===== src/rtl/control_sequencer_pkg.sv =====
// Shared definitions for the control sequencer: control-state encodings,
// opcode values and opcode classes.
package control_sequencer_pkg;

  typedef enum logic [3:0] {
    INSTRUCTION_FETCH    = 4'd0,
    REGISTER_FETCH       = 4'd1,
    IMMEDIATE_INJECTION3 = 4'd2,
    ALU_R3               = 4'd3,
    ALU_RI3              = 4'd4,
    ALU4                 = 4'd5,
    BRANCH3              = 4'd6,
    MEMORY_REF3          = 4'd7,
    LOAD4                = 4'd8,
    STORE4               = 4'd9,
    LOAD5                = 4'd10,
    JUMP3                = 4'd11,
    HALT                 = 4'd12
  } ctrl_state_e;

  typedef enum logic [2:0] {
    CLS_ALU_R   = 3'd0,
    CLS_ALU_RI  = 3'd1,
    CLS_LDI     = 3'd2,
    CLS_BRANCH  = 3'd3,
    CLS_MEM     = 3'd4,
    CLS_JUMP    = 3'd5,
    CLS_ILLEGAL = 3'd6
  } op_class_e;

  localparam logic [5:0] OP_ADD  = 6'h00;
  localparam logic [5:0] OP_SUB  = 6'h01;
  localparam logic [5:0] OP_AND  = 6'h02;
  localparam logic [5:0] OP_OR   = 6'h03;
  localparam logic [5:0] OP_XOR  = 6'h04;
  localparam logic [5:0] OP_SLT  = 6'h05;
  localparam logic [5:0] OP_ADDI = 6'h08;
  localparam logic [5:0] OP_SUBI = 6'h09;
  localparam logic [5:0] OP_ANDI = 6'h0A;
  localparam logic [5:0] OP_ORI  = 6'h0B;
  localparam logic [5:0] OP_LDI  = 6'h10;
  localparam logic [5:0] OP_BEQ  = 6'h14;
  localparam logic [5:0] OP_LD   = 6'h18;
  localparam logic [5:0] OP_STR  = 6'h19;
  localparam logic [5:0] OP_JUMP = 6'h1C;

  // Leaving one of these states for INSTRUCTION_FETCH retires an instruction.
  function automatic logic is_terminal(input ctrl_state_e s);
    return s inside {ALU4, LOAD5, STORE4, BRANCH3, JUMP3, IMMEDIATE_INJECTION3};
  endfunction

  function automatic logic is_mem_wait_state(input ctrl_state_e s);
    return s inside {INSTRUCTION_FETCH, LOAD4, STORE4};
  endfunction

endpackage


===== src/rtl/control_sequencer_classifier.sv =====
// Combinational opcode classifier: maps a 6-bit opcode onto the execution
// path class used by the sequencer in REGISTER_FETCH.
module opcode_classifier
  import control_sequencer_pkg::*;
(
  input  logic [5:0] i_opcode,
  output op_class_e  o_class
);

  // NOTE: every output of an always_comb gets a default first so no path
  // through the block can leave it unassigned and infer a latch.
  always_comb begin
    o_class = CLS_ILLEGAL;
    case (i_opcode)
      OP_ADD, OP_SUB, OP_AND, OP_OR, OP_XOR, OP_SLT: o_class = CLS_ALU_R;
      OP_ADDI, OP_SUBI, OP_ANDI, OP_ORI:             o_class = CLS_ALU_RI;
      OP_LDI:                                        o_class = CLS_LDI;
      OP_BEQ:                                        o_class = CLS_BRANCH;
      OP_LD, OP_STR:                                 o_class = CLS_MEM;
      OP_JUMP:                                       o_class = CLS_JUMP;
      default:                                       o_class = CLS_ILLEGAL;
    endcase
  end

endmodule


===== src/rtl/control_sequencer.sv =====
// Multi-cycle CPU control sequencer with retirement pulse/count and illegal-
// opcode trap. Optional memory handshake stalls: define CONTROL_SEQ_MEMWAIT_EN.
module control_sequencer
  import control_sequencer_pkg::*;
#(
  parameter int CNT_W = 16
) (
  input  logic             clk,
  input  logic             reset_n,
  input  logic [5:0]       opcode,
  input  logic             stall,
  input  logic             mem_ready,
  output logic [3:0]       state,
  output logic             instr_done,
  output logic             halted,
  output logic [CNT_W-1:0] instr_count
);

  ctrl_state_e      r_state;
  logic [5:0]       r_op_q;
  logic [CNT_W-1:0] r_instr_count;
  logic             r_instr_done;

  ctrl_state_e      w_next_state;
  op_class_e        w_class;
  logic             w_mem_ok;
  logic             w_advance;
  logic             w_latch_op;
  logic             w_retire;

  opcode_classifier u_classifier (
    .i_opcode (opcode),
    .o_class  (w_class)
  );

`ifdef CONTROL_SEQ_MEMWAIT_EN
  assign w_mem_ok = is_mem_wait_state(r_state) ? mem_ready : 1'b1;
`else
  logic w_unused_mem_ready;
  assign w_unused_mem_ready = mem_ready;
  assign w_mem_ok           = 1'b1;
`endif

  // Stall outranks the memory wait; either one freezes the whole sequencer.
  assign w_advance = !stall && w_mem_ok;

  always_comb begin
    w_next_state = r_state;
    w_latch_op   = 1'b0;
    w_retire     = 1'b0;
    if (w_advance) begin
      case (r_state)
        INSTRUCTION_FETCH: w_next_state = REGISTER_FETCH;
        REGISTER_FETCH: begin
          w_latch_op = 1'b1;
          case (w_class)
            CLS_ALU_R:  w_next_state = ALU_R3;
            CLS_ALU_RI: w_next_state = ALU_RI3;
            CLS_LDI:    w_next_state = IMMEDIATE_INJECTION3;
            CLS_BRANCH: w_next_state = BRANCH3;
            CLS_MEM:    w_next_state = MEMORY_REF3;
            CLS_JUMP:   w_next_state = JUMP3;
            default:    w_next_state = HALT;
          endcase
        end
        ALU_R3, ALU_RI3: w_next_state = ALU4;
        // The latched opcode decides: the live field may already have moved on.
        MEMORY_REF3:     w_next_state = (r_op_q == OP_LD) ? LOAD4 : STORE4;
        LOAD4:           w_next_state = LOAD5;
        HALT:            w_next_state = HALT;
        default: begin
          w_next_state = INSTRUCTION_FETCH;
          w_retire     = is_terminal(r_state);
        end
      endcase
    end
  end

  // NOTE: sequential state uses non-blocking assignments so every flop
  // samples pre-edge values regardless of statement order.
  always_ff @(posedge clk or negedge reset_n) begin
    if (!reset_n) begin
      r_state       <= INSTRUCTION_FETCH;
      r_op_q        <= '0;
      r_instr_count <= '0;
      r_instr_done  <= 1'b0;
    end else begin
      r_state      <= w_next_state;
      r_instr_done <= w_retire;
      if (w_latch_op) r_op_q <= opcode;
      if (w_retire)   r_instr_count <= r_instr_count + CNT_W'(1);
    end
  end

  // HALT is absorbing until reset, so the trap flag is just the state itself.
  assign state       = r_state;
  assign instr_done  = r_instr_done;
  assign halted      = (r_state == HALT);
  assign instr_count = r_instr_count;

endmodule


===== config.mk =====
export PLATFORM = sky130hd
export DESIGN_NAME = control_sequencer
export DESIGN_NICKNAME = d
export VERILOG_FILES = /design/src/rtl/control_sequencer_pkg.sv /design/src/rtl/control_sequencer_classifier.sv /design/src/rtl/control_sequencer.sv
export SDC_FILE = /design/constraint.sdc
export NUM_CORES = 1
export LEC_CHECK = 0
export BUFFER_PORTS_ARGS = -buffer_cell sky130_fd_sc_hd__buf_4
export CAP_MARGIN = 20
export CORE_MARGIN = 2
export CORE_UTILIZATION = 31
export DETAILED_ROUTE_END_ITERATION = 16
export GPL_TIMING_DRIVEN = 0
export SYNTH_ARGS = -nofsm -noshare
export SYNTH_HDL_FRONTEND = slang
export SYNTH_SLANG_ARGS = --single-unit

===== constraint.sdc =====
create_clock -name clk -period 5.2 [get_ports clk]
set_clock_uncertainty 0.2 [all_clocks]
set_input_delay 1.3 -clock clk [delete_from_list [all_inputs] [get_ports clk]]
set_output_delay 1.3 -clock clk [all_outputs]
set_load 0.01 [all_outputs]

# After elaboration in Yosys (flattened, before gate mapping)
# Memory sizes are Yosys's and may differ from the RTL's.
# Cells that the tools add are included.
# classes
addsub	1
multipliers	0
div	0
order_cmp	0
eq_ne	18
shift	0
muxes	8
bitwise_logic	0
n_reduce_logical	5
# op_table
operator	n
one-hot mux 4 bit (6 select lines)	2
== test 4 bit, second input constant	5
adder 16 x 1 -> 16 bit, second input constant	1
== test 4 x 3 -> 1 bit, second input constant	4
== test 4 x 2 -> 1 bit, second input constant	2
OR reduction 7 bit	1
== test 3 x 2 -> 1 bit, second input constant	2
== test 3 bit, second input constant	2
== test 6 x 5 -> 1 bit, second input constant	1
nonzero test 6 bit	1
2-to-1 mux 1 bit	5
== test 4 x 1 -> 1 bit, second input constant	1
logical NOT 4 bit	1
== test 3 x 1 -> 1 bit, second input constant	1
logical NOT 3 bit	1
2-to-1 mux 3 bit	1
OR reduction 2 bit	1
# totals
ff_bits	27
latch_bits	0
ram_bits	0
mem_bits_ro	96
word_cells	37
mem_count	1
# mem_list
memory	words	word_bits	read_ports	rd_clocked_by_memory_dff	wr	line_no	rtl
(no name shown)	32	3	1	0	0	control_sequencer_classifier.sv:14	case (i_opcode)

# Depth between registers and ports, before layout
# An unclocked memory read counts as a cell.
# depth
ltp_word	5
mapped_depth	6

# Cells and area by module
# A second synthesis with hierarchy kept.
# hier_totals
cells_unflattened	134
hier_area_um2	1450.1
# by_module_without_submodules
mod	instances	cells_per_inst	area_each_um2	seq_area_each_um2
control_sequencer	1	124	1381.3	675.6
opcode_classifier	1	10	68.8	0.0

# Worst setup path after synthesis
# OpenSTA, ideal clock, no wires.
# synth_timing
path_type	input to register
startpoint	in stall
endpoint	reg r_op_q[0]
t_arrival_ns	2.157
required_ns	4.875
path_slack_ns	2.718
path_stages	3
n_path_buf	0
cell_sequence	nand2b_1 > nor4_4 > mux2_2
# synth_between
elab_chain_cells	1
# synth_lines
item	line_no	rtl
start: declaration	control_sequencer.sv:11	input logic stall,
2-to-1 mux 1 bit	control_sequencer.sv:51	if (w_advance) begin
end signal: assignment	control_sequencer.sv:90	if (w_latch_op) r_op_q <= opcode;
end: declaration	control_sequencer.sv:20	logic [5:0] r_op_q;
# Every way passes these cells.
# A chain may end at the register's enable or synchronous reset.

# Final worst setup path
# layout_timing
startpoint	reg r_state[3], in the netlist state[3]
endpoint	out halted
# layout_between
elab_chain_cells	1
# layout_lines
item	line_no	rtl
start: declaration	control_sequencer.sv:19	ctrl_state_e r_state;
start signal: assignment	control_sequencer.sv:88	r_state <= w_next_state;
== test 4 bit	control_sequencer.sv:98	assign halted = (r_state == HALT);
end: declaration	control_sequencer.sv:15	output logic halted,
# Every way passes these cells.

==> results.rst <==
.. list-table::
   :header-rows: 1

   * - Metric
     - Value
   * - Total track usage
     - 12.65%
   * - MaxCap Viol Count
     - 0
   * - Post-synthesis register bit count
     - 27
   * - Die footprint
     - between 0.005 and 0.006 mm²
   * - Global-route wire length before repair
     - 5326 µm
   * - Number of I/O pins
     - 32
   * - Leakage power total
     - 0.7862 nW
   * - Maximum level of the CTS H-tree
     - 1
   * - Initial antenna violation count
     - 0
   * - Post-CTS Setup Bufs
     - 0
   * - Cell with the largest stage delay on the worst path
     - dfrtp_1
   * - Setup TNS
     - 0 ns
   * - Type of element launching the critical path
     - flip-flop
   * - Number of failing hold endpoints at the final stage
     - 0
   * - Largest delay share family, worst path
     - flip-flops
   * - Pin count of the biggest net entering global routing
     - 28
   * - Most common cell after layout, fill and taps aside
     - buf_4
   * - Arrival time of the worst setup path
     - 1.29 ns
   * - Number of buffers created by CTS
     - 3
   * - Cell repeated most along the worst path
     - buf_4
   * - Part of the Yosys area used for sequential elements
     - 46.51%
   * - Number of design-rule violations left by the first detailed-router iteration
     - 84
   * - # hold bufs at CTS
     - 0
   * - Number of vias per cell after detailed routing
     - between 5 and 6
   * - HPWL reported at the end of detailed placement
     - 2188 µm
   * - Per-instance average area after synthesis
     - ~11 µm²
   * - Critical Path Sink Type
     - primary output
   * - Residual antenna-violating net count after detailed routing
     - 0
   * - Number of slew-limit violations in the final report
     - 0
   * - Post-synthesis to final-layout area growth
     - 23.34%
   * - Quantity of I/O buffers inserted on ports
     - 30
   * - Post-Syn Instances
     - 129
   * - Combined area of all synthesized cells
     - 0.001453 mm²
   * - Clock tree from TritonCTS
     - yes
   * - Post-synthesis cell type count
     - 37
   * - Path depth of the worst reg2reg path
     - 3
   * - Period utilization
     - around 54%
   * - Net Count, Synth
     - 140
   * - DIE HEIGHT
     - around 72 µm
   * - Commonest cells after routing, fill and taps aside
     - 33 x buf_4, 27 x dfrtp_1, 16 x xnor2_1
   * - Hold Path Stages
     - 1
   * - Shortest period the worst path allows
     - 2.785 ns
   * - Floorplan row count
     - 24
   * - Slack of the worst reg-to-reg path
     - 3.39 ns
   * - CTS sink cnt
     - 27
   * - Clock-pin slew on the worst setup and hold paths
     - 0.09 ns
   * - Final estimated routing congestion in global placement
     - 0.7678
   * - Setup violators final
     - 0
   * - Max_slew headroom
     - 67.40%
   * - Delay contributed by the slowest stage of the critical path
     - 0.36 ns
   * - FFs w/ async S/R, synth
     - between 90% and 100%
   * - Filler cells
     - 427
   * - Bufs and invs on worst path
     - 2
   * - Number of diodes added for antenna fixing
     - 0
   * - Total non-filler cell area in the finished layout
     - 0.001792 mm²
   * - Crit Path Class
     - flip-flop to primary output
   * - Worst slew pin tran
     - 0.4853 ns
   * - Ratio of cells with drive above 1 in the final layout
     - 32.52%
   * - Post-synth EDFFs
     - 0
   * - Largest fanout on the critical path
     - 9
   * - First-pass DRT Iterations
     - 4
   * - Vias
     - about 1.1k
   * - Achievable frequency
     - 359.1 MHz
   * - GR Overflow Total
     - 0
   * - Unrepaired setup endpoints after global routing
     - false
   * - Post-placement cell area
     - 0.001743 mm²
   * - Worst hold-check path type
     - flip-flop to flip-flop
   * - Die width
     - approximately 72 µm
   * - Max rail drop VDD
     - 0.0001851 V
   * - Routed length per placed instance
     - approximately 13 µm
   * - Core Box Area
     - 0.004444 mm²
   * - Crit. path cell count
     - 4
   * - Post-CTS Resized
     - 0
   * - Most common flop cell mapped by yosys
     - dfrtp_1
   * - Outcome
     - finished clean
   * - Series of cell instances along the critical path
     - buf_4 -> nand2_2 -> nor3_1 -> buf_4
   * - # nets final
     - 175
   * - Insertion delay to the later sink of the worst-skew pair
     - 0.27 ns
   * - Pwr/cell area
     - 436.0 mW/mm²
   * - Number of remaining DRC errors
     - 0
   * - Final Power
     - a little under 800 µW
   * - Number of global-route vias before repair
     - 1148
   * - Clock Tree Root
     - clkbuf_8
   * - Total wire length
     - 2902 µm
   * - CP required
     - around 3.7 ns
   * - Number of buffers between clock root and the deepest sink
     - 2
   * - Synth Warn #
     - 0
   * - Initial core utilization
     - 32.69%
routing by layer:
metal  wire length, µm  up-vias  part of all wire, %  global-route usage [%]
met3                72        4                  2.5                   1.806
met5                 0        -                    0                       0
met4                54        0                  1.9                   5.144
met2              1403       14                   48                   21.20
met1              1372      520                   47                   16.40
li1                  -      538                    -                       -
cell type report:
| cell class | instances | area [µm²] | share of cell area [%] |
|---|---|---|---|
| Timing Repair Buffer | 30 | 225.2 | 12.57 |
| Multi-Input combinational cell | 94 | 726.9 | 40.57 |
| Tap cell | 52 | 65.06 | 3.631 |
| Sequential cell | 27 | 675.6 | 37.71 |
| Clock buffer | 3 | 41.29 | 2.304 |
| Buffer | 5 | 38.79 | 2.165 |
| Inverter | 3 | 11.26 | 0.6285 |
| Clock inverter | 1 | 7.507 | 0.4190 |
path summary, 6_finish.rpt:
| kind | from | end |
|---|---|---|
| max | state[3] | halted |
| min | instr_count[15] | instr_count[15] |
| max reg2reg | state[1] | r_op_q[2] |
| min reg2reg | instr_count[15] | instr_count[15] |
| max in group asynchronous | reset_n | r_op_q[5] |
| min in group asynchronous | reset_n | instr_count[10] |
flip-flops by register name, summed over array words and instances (netlist names):
signal and cells:
instr_done 1, r_op_q 6, instr_count 16, state 4
logic make-up after synthesis:
kind of cell,share of synthesized area [%]
AND/OR/NAND/NOR,24.20
multiplexers,6.373
buffers and inverters,3.445
XOR/XNOR,9.647
flip-flops,46.51
adder cells (fa/ha/maj),0.8612
AO/OA/AOI/OAI,8.958
synth_stat cells (2+ instances only):
master | n | share of area (%)
dfrtp_1 | 27 | 47
mux2_2 | 6 | 4.7
nor3b_1 | 2 | 1.0
nand2b_1 | 2 | 0.86
nand4_1 | 6 | 2.6
nand2_1 | 6 | 1.6
nand3_1 | 12 | 4.1
and4_1 | 6 | 3.6
and3_1 | 3 | 1.3
and2_1 | 2 | 0.86
nor2b_1 | 2 | 0.86
buf_4 | 3 | 1.6
xnor2_1 | 16 | 9.6
a211oi_1 | 3 | 1.6
nor2_1 | 2 | 0.52
nor3_1 | 2 | 0.69
inv_1 | 3 | 0.78
o21ai_0 | 6 | 2.1
or4_1 | 2 | 1.0
where the power goes:
| group | total (mW) | internal [mW] | switching [mW] |
|---|---|---|---|
| Clock | 0.122 | 0.0543 | 0.0673 |
| Sequential | 0.314 | 0.269 | 0.0447 |
| Combinational | 0.346 | 0.172 | 0.174 |
| Total | 0.781 | 0.495 | 0.286 |
metrics by stage:
step                      worst slack [ns]  hold WS (ns)  std cells  util (%)
after floorplan                      2.718        0.2715        129         -
after global placement               2.481        0.2624        211     39.22
after detailed placement             2.463        0.2853        211     39.22
after CTS                            2.389        0.2986        215     40.32
after global routing                 2.274        0.3162        215     40.32
final                                2.415        0.2878        215     40.32
Power figures use the tool's default switching activity.
